===== src/rtl/add_issue_ctrl.sv =====
// Issue stage ahead of the execute adder: buffers requests, issues one at a time, holds results for writeback.
// Optional WAIT watchdog with sticky err_timeout_o, enabled by defining ADD_ISSUE_WATCHDOG_EN.
module add_issue_ctrl #(
    parameter int DEPTH   = 4,
    parameter int TAG_W   = 4,
    parameter int TIMEOUT = 15
) (
    input  logic             clk_i,
    input  logic             rst_i,
    input  logic             in_valid_i,
    output logic             in_ready_o,
    input  logic             in_op_i,
    input  logic [31:0]      in_a_i,
    input  logic [31:0]      in_b_i,
    input  logic [TAG_W-1:0] in_tag_i,
    output logic             exe_start_o,
    output logic             exe_op_o,
    output logic [31:0]      exe_a_o,
    output logic [31:0]      exe_b_o,
    input  logic             exe_valid_i,
    input  logic [31:0]      exe_result_i,
`ifdef ADD_ISSUE_WATCHDOG_EN
    output logic             err_timeout_o,
`endif
    output logic             out_valid_o,
    input  logic             out_ready_i,
    output logic [TAG_W-1:0] out_tag_o,
    output logic [31:0]      out_result_o
);
    localparam int AW = $clog2(DEPTH);
    localparam int CW = $clog2(DEPTH + 1);

    localparam logic [1:0] S_IDLE  = 2'd0;
    localparam logic [1:0] S_ISSUE = 2'd1;
    localparam logic [1:0] S_WAIT  = 2'd2;

    typedef struct packed {
        logic             op;
        logic [31:0]      a;
        logic [31:0]      b;
        logic [TAG_W-1:0] tag;
    } entry_t;

    entry_t            mem_q [DEPTH];
    logic [AW-1:0]     wr_ptr_q, rd_ptr_q;
    logic [CW-1:0]     count_q, count_d;
    logic [1:0]        state_q, state_d;
    logic              out_valid_q;
    logic [31:0]       out_result_q;
    logic [TAG_W-1:0]  out_tag_q;
    entry_t            head;
    logic              full, empty, push, pop, capture, slot_free, timeout;

    assign full       = (count_q == CW'(DEPTH));
    assign empty      = (count_q == '0);
    assign in_ready_o = !full && !rst_i;
    assign push       = in_valid_i && in_ready_o;
    assign head       = mem_q[rd_ptr_q];
    assign slot_free  = !out_valid_q || out_ready_i;
    assign capture    = (state_q == S_WAIT) && exe_valid_i;
    // Head leaves only when its result is captured (or abandoned by the watchdog).
    assign pop        = capture || timeout;

    assign exe_start_o  = (state_q == S_ISSUE);
    assign exe_op_o     = head.op;
    assign exe_a_o      = head.a;
    assign exe_b_o      = head.b;
    assign out_valid_o  = out_valid_q;
    assign out_result_o = out_result_q;
    assign out_tag_o    = out_tag_q;

`ifdef ADD_ISSUE_WATCHDOG_EN
    localparam int WW = $clog2(TIMEOUT + 1);
    logic [WW-1:0] wd_cnt_q;
    logic          err_q;

    assign timeout       = (state_q == S_WAIT) && !exe_valid_i && (wd_cnt_q == WW'(TIMEOUT - 1));
    assign err_timeout_o = err_q;

    always_ff @(posedge clk_i) begin
        if (rst_i) begin
            wd_cnt_q <= '0;
            err_q    <= 1'b0;
        end else begin
            if (state_q == S_ISSUE)     wd_cnt_q <= '0;
            else if (state_q == S_WAIT) wd_cnt_q <= wd_cnt_q + WW'(1);
            if (timeout)                err_q    <= 1'b1;
        end
    end
`else
    assign timeout = 1'b0;
`endif

    always_ff @(posedge clk_i) begin
        if (push) mem_q[wr_ptr_q] <= '{op: in_op_i, a: in_a_i, b: in_b_i, tag: in_tag_i};
    end

    always_comb begin
        count_d = count_q;
        case ({push, pop})
            2'b10:   count_d = count_q + CW'(1);
            2'b01:   count_d = count_q - CW'(1);
            default: count_d = count_q;
        endcase
    end

    always_comb begin
        state_d = state_q;
        case (state_q)
            S_IDLE:  if (!empty && slot_free) state_d = S_ISSUE;
            S_ISSUE: state_d = S_WAIT;
            S_WAIT:  if (pop) state_d = S_IDLE;
            default: state_d = S_IDLE;
        endcase
    end

    always_ff @(posedge clk_i) begin
        if (rst_i) begin
            wr_ptr_q     <= '0;
            rd_ptr_q     <= '0;
            count_q      <= '0;
            state_q      <= S_IDLE;
            out_valid_q  <= 1'b0;
            out_result_q <= '0;
            out_tag_q    <= '0;
        end else begin
            if (push) wr_ptr_q <= wr_ptr_q + AW'(1);
            if (pop)  rd_ptr_q <= rd_ptr_q + AW'(1);
            count_q <= count_d;
            state_q <= state_d;
            if (capture) begin
                out_valid_q  <= 1'b1;
                out_result_q <= exe_result_i;
                out_tag_q    <= head.tag;
            end else if (out_valid_q && out_ready_i) begin
                out_valid_q  <= 1'b0;
            end
        end
    end
endmodule


===== config.mk =====
export PLATFORM = sky130hd
export DESIGN_NAME = add_issue_ctrl
export DESIGN_NICKNAME = d
export VERILOG_FILES = /design/src/rtl/add_issue_ctrl.sv
export SDC_FILE = /design/constraint.sdc
export NUM_CORES = 1
export LEC_CHECK = 0
export ABC_AREA = 1
export BUFFER_PORTS_ARGS = -buffer_cell sky130_fd_sc_hd__buf_2
export CAP_MARGIN = 20
export CORE_UTILIZATION = 50
export CTS_CLUSTER_DIAMETER = 50
export DETAILED_ROUTE_END_ITERATION = 6
export PLACE_DENSITY = 0.83
export SYNTH_ARGS = -nofsm -noshare
export SYNTH_HDL_FRONTEND = slang
export SYNTH_SLANG_ARGS = --single-unit
export TNS_END_PERCENT = 20

===== constraint.sdc =====
create_clock -name clk_i -period 14.2 [get_ports clk_i]
set_clock_uncertainty 0.1 [all_clocks]
set_input_delay 2.13 -clock clk_i [delete_from_list [all_inputs] [get_ports clk_i]]
set_output_delay 2.13 -clock clk_i [all_outputs]
set_load 0.02 [all_outputs]

==> flow_summary_export.csv <==
group,metric,value,unit
sta,max_freq,189,MHz
floorplanning,die_x,161,µm
logic_synthesis,syn_inst,996,
cells_and_area,nets,1242,
logic_synthesis,avgSynthCellArea,12.7,µm²
sta,rsz0062_at_grt,"no",
power_and_ir_drop,power_density,143,nW/µm²
cells_and_area,most-common-layout-cells,"edfxtp_1, buf_2, nor2_1, o21ai_0, nand2_1",
power_and_ir_drop,power.leakage,5.39,nW
job,max_cap_violations,0,
placed_design,post-place-cells,1416,
detailed_routing,wl,25700,µm
cts,hold_buffers,0,
global_route,grt_pass1_vias,7640,
cells_and_area,area_growth,14.8,%
sta,final-hold-violation-count,0,
placed_design,port_buffers,209,
sta,finalCriticalPeriod,5.29,ns
placed_design,placed_area,13400,µm²
cts,cts_buffers,36,
sta,tightest_slew,1.06,ns
floorplanning,rows,57,
detailed_routing,vias_per_cell,5.34,
global_route,grt_pass1_wl,38900,µm
logic_synthesis,synth-main-ff-cell,"edfxtp_1",
floorplanning,die_h,161,µm
sta,timing.hold.ws,0.362,ns
floorplanning,initial_utilization,51.5,%
logic_synthesis,synthDistinctLibCells,21,
critical_path,required,11.97,ns
placed_design,pre_cts_ws,8.88,ns
cts,cts_tree,"done",
sta,fin_ws,8.91,ns
global_route,grtUsageTotal,19.2,%
detailed_routing,wl_per_cell,17.3,µm
cells_and_area,final_common_cell,"edfxtp_1",
logic_synthesis,ys_seq_area_share,73.3,%
global_route,grt_max_degree,90,
logic_synthesis,syn-cell-area,12600,µm²
detailed_routing,drc,0,
cts,path_clk_slew,0.06,ns
worst_hold_path,hold_path_class,"flip-flop to flip-flop",
cells_and_area,fin_area,14500,µm²
sta,setup-violations-final,0,
detailed_routing,drtPass1Iterations,5,
detailed_routing,ant_nets,0,
floorplanning,die-area,25900,µm²
sta,post-route-period-util,37.2,%
critical_path,cp_cell_sequence,"buf_2, a21oi_1, buf_2",
critical_path,cp-startpoint,"rst_i",
sta,tns,0,ns
logic_synthesis,synth_edf_count,276,
logic_synthesis,synth_async_sr_flop_share,0,%
critical_path,critical_path.max_stage_delay,0.57,ns
cts,cts-resized-gates,0,
detailed_routing,drt_iter0_markers,685,
sta,drv_slew,0,
floorplanning,io-pin-count,210,
detailed_routing,vias,7929,
cts,insertion_delay,0.50,ns
logic_synthesis,synth_seq_cells,324,
cts,h-tree-depth,2,
cts,cts_buffer_depth,3,
critical_path,path_max_fanout,42,
cts,clock-root-buffer,"clkbuf_16",
placed_design,dp_hpwl,14300,µm
critical_path,worstPathArrival,3.06,ns
worst_hold_path,hp-start,"out_result_o[3]",
placed_design,gp_congestion,0.784,
logic_synthesis,synth_warnings,0,
critical_path,crit_type,"input pin to primary output",
sta,slew_headroom,29.4,%
cts,cts_setup_buffers,0,
cells_and_area,drive_above_1_share,24.5,%
cells_and_area,layout.cells.non_filler,1484,
critical_path,cp-end-kind,"primary output",
critical_path,worstSetupStartpointType,"input pin",
status,outcome,"finished clean",
critical_path,timing.rr.start,"state_q[1]",
cts,clock-sinks,324,
critical_path,crit_top_cell,"buf_2",
global_route,grt_overflow,0,
critical_path,cp_slowest_cell,"buf_2",
floorplanning,core_area,24500,µm²
global_route,antenna_found_initial,6,
power_and_ir_drop,ir_drop,0.000110,V
logic_synthesis,syn-num-nets,1108,
-- cell type report --
| cell class | instances | area [µm²] |
|---|---|---|
| inverter | 45 | 171 |
| clock buffer | 44 | 983 |
| multi-input combinational | 506 | 2410 |
| tap | 324 | 405 |
| clock inverter | 19 | 146 |
| antenna | 5 | 12.5 |
| timing repair buffer | 217 | 1110 |
| sequential | 324 | 9250 |
| fill | 1883 | 10000 |
-- report_power, final --
| group | internal [W] | leakage (nW) | switching [W] |
|---|---|---|---|
| clock network | 0.000515 | 0.563 | 0.000356 |
| logic | 0.0000411 | 1.93 | 0.0000928 |
| registers | 0.00106 | 2.90 | 0.00000951 |
| total | 0.00162 | 5.39 | 0.000458 |
-- sequential cells by signal, indices dropped and copies added (netlist names), named ones only --
register / count
count_q: 3
mem_q: 276
out_result_o: 32
out_tag_o: 4
out_valid_o: 1
rd_ptr_q: 2
state_q: 2
wr_ptr_q: 2
-- cells in the mapped netlist, types with 9 or more instances --
library cell	n	share of area, %
buf_2	9	0.36
dfxtp_1	48	7.6
o22ai_1	65	3.2
inv_1	42	1.2
edfxtp_1	276	66
a21oi_1	44	1.7
buf_6	11	0.98
nand2_1	96	2.9
nand3_1	16	0.63
buf_4	73	4.3
nor2_1	141	4.2
o21ai_0	125	5.0
clkbuf_1	28	0.83
-- worst paths after layout --
path | cells after the start | slack, ns | endpoint
min | 2 | 0.36 | out_result_o[3]
max | 3 | 8.91 | in_ready_o
min reg2reg | 2 | 0.36 | out_result_o[3]
max reg2reg | 11 | 10.94 | count_q[2]
-- metrics by stage --
stage	utilization, %	total power (W)
2_1_floorplan	-	0.00119
3_3_place_gp	54.4	0.00122
3_5_place_dp	54.4	0.00122
4_1_cts	59.0	0.00209
5_1_grt	59.1	0.00214
6_report	59.1	0.00207
-- layer usage --
layer	GRT usage, %	wire (µm)
met5	0	0
met4	8.96	864
met3	3.38	1450
met2	34.7	13300
met1	22.2	10000
-- worst max-delay path: cells and delay by family --
kind / cells / cell delay [ns]
buffers and inverters: 2 / 0.78
AOI/OAI and AO/OA: 1 / 0.13
-- logic make-up (layout without fill, tap and decap cells) --
family	after synthesis	in the layout	share of synthesized area, %
AO/OA/AOI/OAI	242	242	10.2
flip-flops	324	324	73.3
other	0	5	0
XOR/XNOR	1	1	0.0694
adder cells (fa/ha/maj)	6	6	0.654
AND/OR/NAND/NOR	257	257	7.92
buffers and inverters	166	325	7.85
No activity file was read; power rests on OpenSTA's default activity.
